`src/rtl/c16_rom_bank_ctrl_if.sv`:
```
// c16_rom_bank_ctrl_if
//   Bundles the CPU/TED bus, the ROM loader handshake and the ROM array side
//   of the C16 ROM banking controller.
//   master : CPU bus + loader driver (CPU_EN, ADDR, RW, CS0, CS1, DL_*),
//            observes DL_ACK and the ROM_* outputs.
//   slave  : the controller; the mirror image of master.
//   SELW   : bank select bits per half; ADDR_W : ROM array address width.
interface c16_rom_bank_ctrl_if #(
  parameter int SELW   = 2,
  parameter int ADDR_W = 14
);
  logic                  CPU_EN;
  logic [15:0]           ADDR;
  logic                  RW;
  logic                  CS0;
  logic                  CS1;
  logic                  DL_REQ;
  logic [SELW:0]         DL_SLOT;
  logic [ADDR_W-1:0]     DL_ADDR;
  logic [7:0]            DL_DATA;
  logic                  DL_ACK;
  logic [2*SELW-1:0]     ROM_SEL;
  logic [ADDR_W-1:0]     ROM_ADDR;
  logic                  ROM_WE;
  logic [SELW:0]         ROM_WSLOT;
  logic [7:0]            ROM_WDATA;

  modport master (
    output CPU_EN, ADDR, RW, CS0, CS1, DL_REQ, DL_SLOT, DL_ADDR, DL_DATA,
    input  DL_ACK, ROM_SEL, ROM_ADDR, ROM_WE, ROM_WSLOT, ROM_WDATA
  );

  modport slave (
    input  CPU_EN, ADDR, RW, CS0, CS1, DL_REQ, DL_SLOT, DL_ADDR, DL_DATA,
    output DL_ACK, ROM_SEL, ROM_ADDR, ROM_WE, ROM_WSLOT, ROM_WDATA
  );
endinterface

```
`src/rtl/c16_rom_bank_ctrl.sv`:
```
// c16_rom_bank_ctrl
//   ROM banking, soft-reset sequencing and ROM-download arbitration for the
//   C16 motherboard, between the CPU/TED bus and the internal ROM arrays.
//   Ports:
//     CLK28    : 28 MHz system clock
//     RESET    : asynchronous active-high reset
//     KEYRESET : synchronous reset request (CTRL+ALT+DEL)
//     SRESET   : system soft reset, held RST_CYCLES+1 cycles after the last
//                reset source drops
//     bus      : slave side of c16_rom_bank_ctrl_if (CPU bus, loader
//                handshake DL_*, ROM array controls ROM_*)
module c16_rom_bank_ctrl #(
  parameter int          SELW        = 2,
  parameter int          ADDR_W      = 14,
  parameter logic [15:0] BANK_BASE   = 16'hFDD0,
  parameter logic [7:0]  KERNAL_PAGE = 8'hFC,
  parameter logic [23:0] RST_CYCLES  = 24'hFFFFFF
) (
  input  logic                CLK28,
  input  logic                RESET,
  input  logic                KEYRESET,
  output logic                SRESET,
  c16_rom_bank_ctrl_if.slave  bus
);

  localparam int BW = 2 * SELW;

  typedef enum logic [1:0] {
    ST_IDLE,
    ST_WAIT,
    ST_WRITE,
    ST_ACK
  } dl_state_t;

  logic [23:0]     rst_count;
  logic [BW-1:0]   bank_reg;
  logic            bank_hit;
  logic            kernal_hit;
  logic            cs_free;
  dl_state_t       dl_state;
  logic            rom_we_q;
  logic            dl_ack_q;
  logic [SELW:0]   wslot_q;
  logic [7:0]      wdata_q;

  assign bank_hit   = (bus.ADDR[15:BW] == BANK_BASE[15:BW]);
  assign kernal_hit = (bus.ADDR[15:8] == KERNAL_PAGE);
  assign cs_free    = bus.CS0 & bus.CS1;

  // Soft-reset sequencer: any reset source restarts the count from zero and
  // holds SRESET high; once the count reaches RST_CYCLES it freezes and
  // SRESET drops one cycle later.
  always_ff @(posedge CLK28 or posedge RESET) begin
    if (RESET) begin
      rst_count <= '0;
      SRESET    <= 1'b1;
    end else if (KEYRESET) begin
      rst_count <= '0;
      SRESET    <= 1'b1;
    end else if (rst_count < RST_CYCLES) begin
      rst_count <= rst_count + 24'd1;
      SRESET    <= 1'b1;
    end else begin
      SRESET    <= 1'b0;
    end
  end

  // Bank register: the written value comes from the low address bits, not the
  // data bus. Only the CPU_EN strobe qualifies the write so a stretched bus
  // cycle updates it once. Soft reset wins over a simultaneous write.
  always_ff @(posedge CLK28 or posedge RESET) begin
    if (RESET) begin
      bank_reg <= '0;
    end else if (SRESET) begin
      bank_reg <= '0;
    end else if (bus.CPU_EN && !bus.RW && bank_hit) begin
      bank_reg <= bus.ADDR[BW-1:0];
    end
  end

  // The kernal page always sees high slot 0 regardless of the bank register.
  assign bus.ROM_SEL = {(kernal_hit ? {SELW{1'b0}} : bank_reg[BW-1:SELW]),
                        bank_reg[SELW-1:0]};

  // The loader owns the ROM address lines only during its single write cycle.
  assign bus.ROM_ADDR = (dl_state == ST_WRITE) ? bus.DL_ADDR
                                               : bus.ADDR[ADDR_W-1:0];

  // Download handshake: a request waits until neither ROM half is selected by
  // the CPU, performs exactly one write cycle, then acknowledges until the
  // loader drops its request. Dropping the request while waiting abandons the
  // byte. Slot and data are captured on entry to the write so the loader may
  // change them afterwards.
  always_ff @(posedge CLK28 or posedge RESET) begin
    if (RESET) begin
      dl_state <= ST_IDLE;
      rom_we_q <= 1'b0;
      dl_ack_q <= 1'b0;
      wslot_q  <= '0;
      wdata_q  <= '0;
    end else begin
      case (dl_state)
        ST_IDLE: begin
          if (bus.DL_REQ) begin
            if (cs_free) begin
              dl_state <= ST_WRITE;
              rom_we_q <= 1'b1;
              wslot_q  <= bus.DL_SLOT;
              wdata_q  <= bus.DL_DATA;
            end else begin
              dl_state <= ST_WAIT;
            end
          end
        end
        ST_WAIT: begin
          if (!bus.DL_REQ) begin
            dl_state <= ST_IDLE;
          end else if (cs_free) begin
            dl_state <= ST_WRITE;
            rom_we_q <= 1'b1;
            wslot_q  <= bus.DL_SLOT;
            wdata_q  <= bus.DL_DATA;
          end
        end
        ST_WRITE: begin
          dl_state <= ST_ACK;
          rom_we_q <= 1'b0;
          dl_ack_q <= 1'b1;
        end
        ST_ACK: begin
          if (!bus.DL_REQ) begin
            dl_state <= ST_IDLE;
            dl_ack_q <= 1'b0;
          end
        end
        default: begin
          dl_state <= ST_IDLE;
          rom_we_q <= 1'b0;
          dl_ack_q <= 1'b0;
        end
      endcase
    end
  end

  assign bus.ROM_WE    = rom_we_q;
  assign bus.DL_ACK    = dl_ack_q;
  assign bus.ROM_WSLOT = wslot_q;
  assign bus.ROM_WDATA = wdata_q;

endmodule

```
`src/flat_wrapper.sv`:
```
// flat-port wrapper written by rule: the top's interface ports become plain ports
module c16_rom_bank_ctrl_flat 
#(
  parameter int          SELW        = 2,
  parameter int          ADDR_W      = 14,
  parameter logic [15:0] BANK_BASE   = 16'hFDD0,
  parameter logic [7:0]  KERNAL_PAGE = 8'hFC,
  parameter logic [23:0] RST_CYCLES  = 24'hFFFFFF
)
  (CLK28, RESET, KEYRESET, SRESET, bus_CPU_EN, bus_ADDR, bus_RW, bus_CS0, bus_CS1, bus_DL_REQ, bus_DL_SLOT, bus_DL_ADDR, bus_DL_DATA, bus_DL_ACK, bus_ROM_SEL, bus_ROM_ADDR, bus_ROM_WE, bus_ROM_WSLOT, bus_ROM_WDATA);
  c16_rom_bank_ctrl_if #(.SELW(SELW), .ADDR_W(ADDR_W)) bus_i ();
  input  logic CLK28;
  input  logic RESET;
  input  logic KEYRESET;
  output logic SRESET;
  input wire logic [$bits(bus_i.CPU_EN)-1:0] bus_CPU_EN;
  input wire logic [$bits(bus_i.ADDR)-1:0] bus_ADDR;
  input wire logic [$bits(bus_i.RW)-1:0] bus_RW;
  input wire logic [$bits(bus_i.CS0)-1:0] bus_CS0;
  input wire logic [$bits(bus_i.CS1)-1:0] bus_CS1;
  input wire logic [$bits(bus_i.DL_REQ)-1:0] bus_DL_REQ;
  input wire logic [$bits(bus_i.DL_SLOT)-1:0] bus_DL_SLOT;
  input wire logic [$bits(bus_i.DL_ADDR)-1:0] bus_DL_ADDR;
  input wire logic [$bits(bus_i.DL_DATA)-1:0] bus_DL_DATA;
  output wire logic [$bits(bus_i.DL_ACK)-1:0] bus_DL_ACK;
  output wire logic [$bits(bus_i.ROM_SEL)-1:0] bus_ROM_SEL;
  output wire logic [$bits(bus_i.ROM_ADDR)-1:0] bus_ROM_ADDR;
  output wire logic [$bits(bus_i.ROM_WE)-1:0] bus_ROM_WE;
  output wire logic [$bits(bus_i.ROM_WSLOT)-1:0] bus_ROM_WSLOT;
  output wire logic [$bits(bus_i.ROM_WDATA)-1:0] bus_ROM_WDATA;
  assign bus_i.CPU_EN = bus_CPU_EN;
  assign bus_i.ADDR = bus_ADDR;
  assign bus_i.RW = bus_RW;
  assign bus_i.CS0 = bus_CS0;
  assign bus_i.CS1 = bus_CS1;
  assign bus_i.DL_REQ = bus_DL_REQ;
  assign bus_i.DL_SLOT = bus_DL_SLOT;
  assign bus_i.DL_ADDR = bus_DL_ADDR;
  assign bus_i.DL_DATA = bus_DL_DATA;
  assign bus_DL_ACK = bus_i.DL_ACK;
  assign bus_ROM_SEL = bus_i.ROM_SEL;
  assign bus_ROM_ADDR = bus_i.ROM_ADDR;
  assign bus_ROM_WE = bus_i.ROM_WE;
  assign bus_ROM_WSLOT = bus_i.ROM_WSLOT;
  assign bus_ROM_WDATA = bus_i.ROM_WDATA;
  c16_rom_bank_ctrl #(.SELW(SELW), .ADDR_W(ADDR_W), .BANK_BASE(BANK_BASE), .KERNAL_PAGE(KERNAL_PAGE), .RST_CYCLES(RST_CYCLES)) u_core (.CLK28(CLK28), .RESET(RESET), .KEYRESET(KEYRESET), .SRESET(SRESET), .bus(bus_i));
endmodule
```
`config.mk`:
```
export PLATFORM = sky130hd
export DESIGN_NAME = c16_rom_bank_ctrl_flat
export DESIGN_NICKNAME = d
export VERILOG_FILES = /design/src/rtl/c16_rom_bank_ctrl_if.sv /design/src/rtl/c16_rom_bank_ctrl.sv /design/src/flat_wrapper.sv
export SDC_FILE = /design/constraint.sdc
export NUM_CORES = 1
export LEC_CHECK = 0
export CORE_MARGIN = 3
export CORE_UTILIZATION = 41
export DETAILED_ROUTE_END_ITERATION = 7
export PLACE_DENSITY = 0.84
export SLEW_MARGIN = 20
export SYNTH_ARGS = -nofsm -noshare
export SYNTH_HDL_FRONTEND = slang
export SYNTH_SLANG_ARGS = --single-unit
```
`constraint.sdc`:
```
create_clock -name CLK28 -period 1.9 [get_ports CLK28]
set_clock_uncertainty 0.05 [all_clocks]
set_input_delay 0.285 -clock CLK28 [delete_from_list [all_inputs] [get_ports CLK28]]
set_output_delay 0.285 -clock CLK28 [all_outputs]
set_load 0.1 [all_outputs]
```
==> results.py, run 1 <==
metrics = {
    "status": {
        "outcome": "finished, violations left",
        "violations": "negative setup slack",
    },
    "setup_path": {
        "crit-reg2reg-capture": "u_core.rst_count[22]",
        "critical_path_peak_fanout": 5,
        "timing.setup.critical_path_class": "reg -> out",
        "arrival_ns": 1.57,
        "cp_endpoint_kind": "output pin",
        "timing.critical_path.required_ns": 1.56,
        "endpoint": "bus_ROM_ADDR[5]",
        "setup.worst_path.start": "u_core.dl_state[1]",
        "crit_path_start_kind": "flip-flop",
        "worst-r2r-setup-slack_ns": 0.02,
        "reg2reg_from": "u_core.rst_count[19]",
        "worst_r2r_path_depth": 6,
    },
    "floorplan": {
        "die-area_sq_um": 6610,
        "die_w_um": 81.3,
        "rows": 26,
        "die_height_um": 81.3,
        "initial_standard_cell_utilization_of_the_core_pct": 43.8,
        "design.portCount": 81,
        "design.core.area_sq_um": 5300,
    },
    "pwr": {
        "power_uw": 3420,
        "power_per_cell_area_nw_per_um2": 872,
        "vdd_drop_max_mv": 0.682,
        "p_leak_uw": 0.00177,
    },
    "clock_tree": {
        "clock_insertion_delay_worst_skew_ns": 0.31,
        "cts_max_level": 2,
        "clockRootBuffer": "clkbuf_8",
        "sink_count_of_the_clock_tree": 44,
        "total_clock_buffers_created_by_cts": 5,
        "cts_tree": "yes",
        "clk_pin_slew_ns": 0.09,
        "cts-root-to-sink-buffers": 2,
        "postCtsHoldBufs": 0,
    },
    "yosys": {
        "post-synth-top-area-cell": "dfrtp_1",
        "synth_top_family_by_area": "simple AND/OR/NAND/NOR gates",
        "avgSynthCellArea_sq_um": 10.7,
        "synth_flop_cell": "dfrtp_1",
        "synth_top_area_share_pct": 46.3,
        "yosys.area_share.xor_xnor_pct": 6.78,
        "synth.area.top_cells": "dfrtp_1 (46%), mux2_2 (12%), xor2_1 (6.8%)",
        "synth_compound_gate_area_share_pct": 8.56,
        "ys_types": 39,
        "edff_count_synth": 0,
        "fraction_of_the_mapped_netlist_area_in_simple_logic_gates_pct": 18.3,
        "synth_nets": 267,
        "netlist_instances": 217,
        "synth.mux.area_fraction_pct": 14.3,
        "synth-seq-cells": 44,
        "ys_async_sr_fraction_pct": 100,
        "syn-cell-area_sq_um": 2320,
        "post_synth_fa_ha_maj_area_fraction_pct": 0.538,
        "number_of_synthesis_warnings": 0,
        "synth_sequential_area_ratio_pct": 47.4,
    },
    "global_routing": {
        "grt_use_total_pct": 22.1,
        "first_pass_grt_wire_length_mm": 11.1,
        "grt-ovfl-total": 0,
        "first_global_vias": 2258,
        "number_of_antenna_violations_at_the_first_check_in_global_routing": 0,
        "largest_net_degree_at_the_start_of_global_routing": 45,
    },
    "sta": {
        "max_clock_freq_ghz": 0.524,
        "maxSlewViolCount": 0,
        "finalSetupTns_ns": -0.0375,
        "slew-limit-headroom_pct": 61.2,
        "final_worst_path_period_share_pct": 100,
        "worst-slew-pin-transition_ns": 0.582,
        "hold_violations": 0,
        "rsz0062_at_grt": "yes",
        "final_period_minus_worst_setup_slack_ns": 1.91,
        "fin_ws_ns": -0.00889,
        "setup_viol": 7,
    },
    "placed_design": {
        "place.port_buffers": 80,
        "post-dp-hpwl_mm": 5.07,
        "finalWeightedCongestion": 0.864,
    },
    "drt": {
        "remaining_drc_errors": 0,
        "ant_nets": 0,
        "drtIter0Drc": 98,
        "num_vias": 2182,
        "detailedRoute.firstPassIterationCount": 4,
        "via_per_inst": 5.31,
        "postRouteWirelength_mm": 7.40,
        "routed_wire_length_per_instance_um": 18.0,
    },
    "cells_and_area": {
        "synthToLayoutAreaGrowth_pct": 68.8,
        "fillers": 331,
        "nets": 390,
        "antennaDiodeCount": 0,
        "largest_register_ffs": 24,
        "register_area_sq_um": 1100,
        "drive_gt1_share_pct": 40.5,
        "multi_input_comb_area_sq_um": 1290,
    },
    "hold_path": {
        "holdCritPathClass": "in -> async",
    },
    "flow_run": {
        "drv_cap": 0,
    },
}
==> worst max-delay path: stages (launching register included) <==
cell and delay, ns:
dfrtp_1 0.38, inv_2 0.06, nor2_4 0.16, buf_6 0.17, mux2_4 0.32, buf_12 0.17
==> area by class of cell <==
type	instances	area share [%]
Multi-Input combinational cell	155	32.8
Tap cell	70	2.23
Timing Repair Buffer	127	33.3
Sequential cell	44	28.1
Clock buffer	5	1.75
Clock inverter	3	1.18
Inverter	7	0.669
==> cells in the final DEF, fill, tap and decap left out, drive strengths merged, types with 7 or more instances in the layout <==
cell type      count
buf               79
clkdlybuf4s50     42
dfrtp             43
inv                7
mux2              26
nand2             11
nand3              8
nand4              8
nor2              31
o2111ai            8
o21ai             11
xor2              18
==> metrics by stage <==
| step | hold slack [ns] | worst slack (ns) | utilization, % | instance area [sq um] | instances |
|---|---|---|---|---|---|
| floorplan | 0.340 | -0.343 | - | 2370 | 217 |
| global placement | 0.420 | -0.211 | 67.5 | 3580 | 389 |
| detailed placement | 0.444 | -0.323 | 67.5 | 3580 | 389 |
| CTS | 0.277 | 0.0000805 | 72.4 | 3840 | 403 |
| global route | 0.295 | -0.0804 | 74.0 | 3930 | 411 |
| finish | 0.263 | -0.00889 | 74.0 | 3930 | 411 |
==> worst min-delay path by stage <==
| stage | from | end | depth (start not counted) |
|---|---|---|---|
| 6_report | RESET | u_core.rst_count[3] | 3 |
| 5_1_grt | RESET | u_core.rst_count[2] | 3 |
| 3_3_place_gp | u_core.dl_state[0] | u_core.bus.DL_ACK | 1 |
| 2_1_floorplan | bus_DL_REQ | u_core.dl_state[0] | 2 |
| 3_5_place_dp | u_core.bus.ROM_WDATA[4] | u_core.bus.ROM_WDATA[4] | 1 |
| 4_1_cts | RESET | u_core.bus.DL_ACK | 3 |
==> layer usage <==
layer,vias to the layer above,track usage [%],part of all wire [%]
li1,1015,-,-
met1,1062,23.9,38
met3,9,7.76,8.8
met2,96,40.7,52
met4,0,5.41,1.3
met5,-,0,0
==> cell usage after synthesis (3+ instances only) <==
library cell,count
dfrtp_1,43
nor2_1,30
mux2_2,25
xor2_1,18
nand2_1,11
nand3_1,8
o2111ai_1,8
inv_1,7
nand4_1,7
o21ai_0,6
o21ai_1,5
or3_1,5
clkbuf_1,4
mux2i_1,4
buf_4,3
nor2b_1,3
nor4_1,3
o211ai_2,3
==> cells by family (layout without fill, tap and decap cells) <==
family	Yosys count	in the layout
multiplexers	30	30
buffers and inverters	18	142
AO/OA/AOI/OAI	27	27
XOR/XNOR	18	18
flip-flops	44	44
adder cells (fa/ha/maj)	1	1
AND/OR/NAND/NOR	79	79
==> where the power goes <==
group          internal [uW]  total, uW  switching, uW
registers               1030       1090           62.3
logic                    496       1590           1100
clock network            396        738            342
total                   1920       3420           1500
==> timing repair <==
action / CTS / global route
gates cloned: 1 / 0
buffers inserted: 5 / 8
pin swaps: 3 / 6
gates resized for setup: 35 / 5
endpoints found under the setup margin: 21 / 35
No activity file was read; power rests on OpenSTA's default activity.
==> inputs of run 2 (changes only) <==
CORE_ASPECT_RATIO = 0.5   (was unset)
MAX_ROUTING_LAYER = met4   (was unset)
==> results.py, run 2 (synthesis gave the netlist of run 1 again) <==
metrics = {
    "status": {
        "outcome": "finished, violations left",
        "violations": "negative setup slack",
    },
    "placed_design": {
        "dp_slack_ns": -0.276,
        "finalWeightedCongestion": 0.830,
        "place_area_sq_um": 3570,
        "post-dp-hpwl_mm": 4.78,
        "place.port_buffers": 80,
    },
    "cells_and_area": {
        "commonest_cells_after_routing_fill_and_taps_aside": "buf_4 (52), dfrtp_1 (42), clkdlybuf4s50_1 (41), nor2_1 (28), xor2_1 (18)",
        "antennaDiodeCount": 0,
        "nets": 386,
        "drive_gt1_share_pct": 39.2,
        "synthToLayoutAreaGrowth_pct": 71.1,
        "largest_register_ffs": 24,
        "most_common_cell_after_layout_fill_and_taps_aside": "buf_4",
        "finalInstanceArea_sq_um": 3980,
    },
    "floorplan": {
        "rows": 18,
        "die-area_sq_um": 6660,
        "die_height_um": 59.2,
        "design.core.area_sq_um": 5200,
        "die_w_um": 112,
        "initial_standard_cell_utilization_of_the_core_pct": 44.7,
        "design.portCount": 81,
    },
    "global_routing": {
        "grt.met3_usage_pct": 3.57,
        "grt-ovfl-total": 0,
        "grt_most_used_layer": "met2",
        "number_of_antenna_violations_at_the_first_check_in_global_routing": 0,
        "first_global_vias": 2169,
        "largest_net_degree_at_the_start_of_global_routing": 32,
        "globalRouteMet1Util_pct": 23.4,
        "grt_util_met2_pct": 36.8,
        "first_pass_grt_wire_length_mm": 10.4,
        "grt_use_total_pct": 20.2,
    },
    "drt": {
        "postRouteWirelength_mm": 7.36,
        "remaining_drc_errors": 0,
        "via_per_inst": 5.28,
        "ant_nets": 0,
        "detailedRoute.firstPassIterationCount": 4,
        "num_vias": 2148,
        "routed_wire_length_per_instance_um": 18.1,
        "drtIter0Drc": 110,
    },
    "sta": {
        "holdWs_ns": 0.294,
        "final_period_minus_worst_setup_slack_ns": 1.93,
        "worst-slew-pin-transition_ns": 0.571,
        "max_clock_freq_ghz": 0.517,
        "final_worst_path_period_share_pct": 102,
        "setup_viol": 6,
        "finalSetupTns_ns": -0.0792,
        "hold_violations": 0,
        "slew-limit-headroom_pct": 61.9,
        "rsz0062_at_grt": "yes",
        "fin_ws_ns": -0.0340,
        "maxSlewViolCount": 0,
    },
    "clock_tree": {
        "postCtsHoldBufs": 0,
        "clk_pin_slew_ns": 0.06,
        "clock_insertion_delay_worst_skew_ns": 0.29,
        "cts-root-to-sink-buffers": 2,
        "clockRootBuffer": "clkbuf_16",
        "cts_tree": "yes",
        "cts_max_level": 2,
        "sink_count_of_the_clock_tree": 44,
        "total_clock_buffers_created_by_cts": 5,
    },
    "setup_path": {
        "cp_endpoint_kind": "flip-flop",
        "arrival_ns": 2.05,
        "timing.critical_path.required_ns": 2.02,
        "crit_path_start_kind": "flip-flop",
        "timing.setup.critical_path_class": "reg -> reg",
        "critical_path_peak_fanout": 14,
    },
    "pwr": {
        "p_leak_uw": 0.00182,
        "power_uw": 3530,
        "vdd_drop_max_mv": 0.680,
        "power_per_cell_area_nw_per_um2": 887,
    },
    "flow_run": {
        "drv_cap": 0,
    },
    "hold_path": {
        "holdCritPathClass": "in -> async",
    },
}
## run 2: changes by cell type in the layout (fill, tap and decap cells not counted), moves of 3 or more
cell / delta
buf_4: -5
o2111ai_4: +3
clkbuf_8: -5
o2111ai_2: -4
dlymetal6s2s_1: +7
clkbuf_16: +6
dlygate4sd2_1: -6
## run 2: per-stage QoR
step / cells / util [%]
floorplan: 217 / -
global placement: 390 / 68.7
detailed placement: 390 / 68.7
CTS: 398 / 72.3
global route: 407 / 76.5
finish: 407 / 76.5
## run 2: worst paths after layout
check	slack (ns)	cells after the start	from	endpoint
setup / recovery	-0.03	6	u_core.rst_count[22]	u_core.rst_count[9]
setup reg to reg	-0.03	6	u_core.rst_count[22]	u_core.rst_count[9]
min in group CLK28	0.46	1	u_core.bus.ROM_WDATA[6]	u_core.bus.ROM_WDATA[6]
max in group asynchronous	1.09	3	RESET	u_core.SRESET
hold / removal	0.29	3	RESET	u_core.rst_count[16]
hold reg to reg	0.46	1	u_core.bus.ROM_WDATA[6]	u_core.bus.ROM_WDATA[6]
## run 2: where the power goes
part	switching (uW)	internal (uW)	total, uW	leakage [uW]
logic	1100	482	1580	0.00117
clock network	368	489	856	0.0000660
registers	61.9	1030	1090	0.000576
total	1530	2000	3530	0.00182
## run 2: per-layer routing
layer,share of wire (%),wire [um]
met4,1.4,105
met3,5.2,384
met1,40,2960
met5,0,0
met2,53,3910
## run 2: worst max-delay path: stages (launching register included)
cell       delay, ns
dfrtp_1         0.38
nand4_1         0.17
or4_4           0.57
buf_6           0.19
o2111ai_2       0.21
xor2_1          0.19
nor2_1          0.07
## run 2: timing repair
action / in CTS / in global routing
cloned: 0 / 1
pin swaps: 1 / 14
endpoints found under the setup margin: 14 / 32
setup buffers: 0 / 8
resized for setup: 9 / 38
## run 2: layout make-up
cell class	count	area (sq um)
multi-input cells	155	1300
repair buffers	123	1310
fillers	280	1220
flip-flops and latches	44	1100
inverters	7	26.3
clock inverters	3	23.8
clock buffers	5	125
well taps	70	87.6
==> inputs of run 3 (changes only) <==
CAP_MARGIN = 20   (was unset)
SKIP_LAST_GASP = 1   (was unset)
==> results.py, run 3 (synthesis gave the netlist of run 1 again) <==
metrics = {
    "floorplan": {
        "design.core.area_sq_um": 5200,
        "design.portCount": 81,
        "die_height_um": 59.2,
        "rows": 18,
        "initial_standard_cell_utilization_of_the_core_pct": 44.7,
        "die_w_um": 112,
        "die-area_sq_um": 6660,
    },
    "pwr": {
        "power_frac_comb_pct": 44.8,
        "vdd_drop_max_mv": 0.680,
        "p_leak_uw": 0.00182,
        "internal_power_summed_over_all_cells_uw": 2000,
        "power_frac_clock_pct": 24.3,
        "power_per_cell_area_nw_per_um2": 887,
        "power_uw": 3530,
        "power.net_switching_uw": 1530,
        "power.share.sequential_pct": 30.9,
        "switching_share_pct": 43.3,
    },
    "sta": {
        "maxSlewViolCount": 0,
        "final_period_minus_worst_setup_slack_ns": 1.93,
        "max_clock_freq_ghz": 0.517,
        "slew-limit-headroom_pct": 62.0,
        "worst-slew-pin-transition_ns": 0.570,
        "rsz0062_at_grt": "yes",
        "final_worst_path_period_share_pct": 102,
        "holdWs_ns": 0.295,
        "setup_viol": 8,
        "hold_violations": 0,
        "fin_ws_ns": -0.0341,
    },
    "clock_tree": {
        "postCtsHoldBufs": 0,
        "clk_pin_slew_ns": 0.06,
        "cts_max_level": 2,
        "cts_tree": "yes",
        "sink_count_of_the_clock_tree": 44,
        "cts-root-to-sink-buffers": 2,
        "total_clock_buffers_created_by_cts": 5,
        "clockRootBuffer": "clkbuf_16",
        "clock_insertion_delay_worst_skew_ns": 0.29,
    },
    "setup_path": {
        "timing.setup.critical_path_class": "reg -> reg",
        "reg2reg_from": "u_core.rst_count[22]",
        "timing.critical_path.required_ns": 2.02,
        "crit_path_start_kind": "flip-flop",
        "worst-r2r-setup-slack_ns": -0.03,
        "crit-reg2reg-capture": "u_core.rst_count[9]",
        "cp_endpoint_kind": "flip-flop",
        "critical_path_peak_fanout": 14,
        "setup.worst_path.start": "u_core.rst_count[22]",
        "arrival_ns": 2.05,
        "worst_r2r_path_depth": 6,
    },
    "cells_and_area": {
        "post-route-util_pct": 76.5,
        "antennaDiodeCount": 0,
        "commonest_cells_after_routing_fill_and_taps_aside": "buf_4 (52), dfrtp_1 (42), clkdlybuf4s50_1 (41), nor2_1 (28), xor2_1 (18)",
        "drive_gt1_share_pct": 39.2,
        "synthToLayoutAreaGrowth_pct": 71.1,
        "nets": 386,
        "largest_register_ffs": 24,
        "most_common_cell_after_layout_fill_and_taps_aside": "buf_4",
        "finalInstanceArea_sq_um": 3980,
    },
    "drt": {
        "detailedRoute.firstPassIterationCount": 4,
        "drtIter0Drc": 108,
        "routed_wire_length_per_instance_um": 18.1,
        "ant_nets": 0,
        "num_vias": 2156,
        "via_per_inst": 5.30,
        "postRouteWirelength_mm": 7.38,
        "remaining_drc_errors": 0,
    },
    "hold_path": {
        "holdCritPathClass": "in -> async",
    },
    "placed_design": {
        "place.port_buffers": 80,
        "post-dp-hpwl_mm": 4.78,
        "place_area_sq_um": 3570,
        "finalWeightedCongestion": 0.830,
        "dp_slack_ns": -0.276,
    },
    "global_routing": {
        "first_global_vias": 2169,
        "grt_use_total_pct": 20.2,
        "first_pass_grt_wire_length_mm": 10.4,
        "grt-ovfl-total": 0,
        "number_of_antenna_violations_at_the_first_check_in_global_routing": 0,
        "largest_net_degree_at_the_start_of_global_routing": 32,
    },
    "status": {
        "violations": "negative setup slack",
        "outcome": "finished, violations left",
    },
    "flow_run": {
        "drv_cap": 0,
    },
}
run 3: how the worst max path moves through the flow:
stage / end / slack (ns) / depth (start not counted)
final: u_core.rst_count[9] / -0.03 / 6
after global routing: u_core.rst_count[9] / -0.1 / 6
after CTS: bus_ROM_SEL[2] / -0.02 / 6
after detailed placement: u_core.bank_reg[2] / -0.28 / 7
after global placement: u_core.bank_reg[1] / -0.19 / 7
after floorplan: bus_ROM_SEL[2] / -0.34 / 4
run 3: power by group through the flow:
stage / Combinational [uW] / Sequential (uW) / Clock [uW]
5_1_grt: 1620 / 1100 / 905
3_3_place_gp: 1480 / 1090 / 0
6_report: 1580 / 1090 / 858
2_1_floorplan: 434 / 1690 / 0
4_1_cts: 1510 / 1080 / 869
3_5_place_dp: 1500 / 1100 / 0
run 3: cell type report:
cell class	instances	area, sq um
well taps	70	87.6
flip-flops and latches	44	1100
multi-input cells	155	1300
clock inverters	3	23.8
inverters	7	26.3
clock buffers	5	125
repair buffers	123	1310
fillers	280	1220
run 3: stage by stage:
step	setup TNS [ns]	std cells
final	-0.0787	407
after detailed placement	-1.56	390
after CTS	-0.0437	398
after global routing	-0.779	407
after global placement	-0.917	390
after floorplan	-0.692	217
run 3: critical path, cell delays in order, from the launching register on:
cell       delay, ns
dfrtp_1         0.38
nand4_1         0.17
or4_4           0.57
buf_6           0.19
o2111ai_2       0.21
xor2_1          0.19
nor2_1          0.07
run 3: timing repair:
item | in CTS | in global routing
pin swaps | 1 | 12
gates cloned | 0 | 1
setup buffers | 0 | 8
resized for setup | 9 | 38
setup endpoints to repair | 14 | 32
endpoints found under the hold margin | 0 | 0
run 3: routing by layer:
metal  GRT usage [%]  up-vias  routed length, um
met5               -        -                  0
met4            5.99        0                 98
met3            3.57        9                325
met2            36.8       68               3940
met1            23.4     1066               3020
li1                -     1013                  -
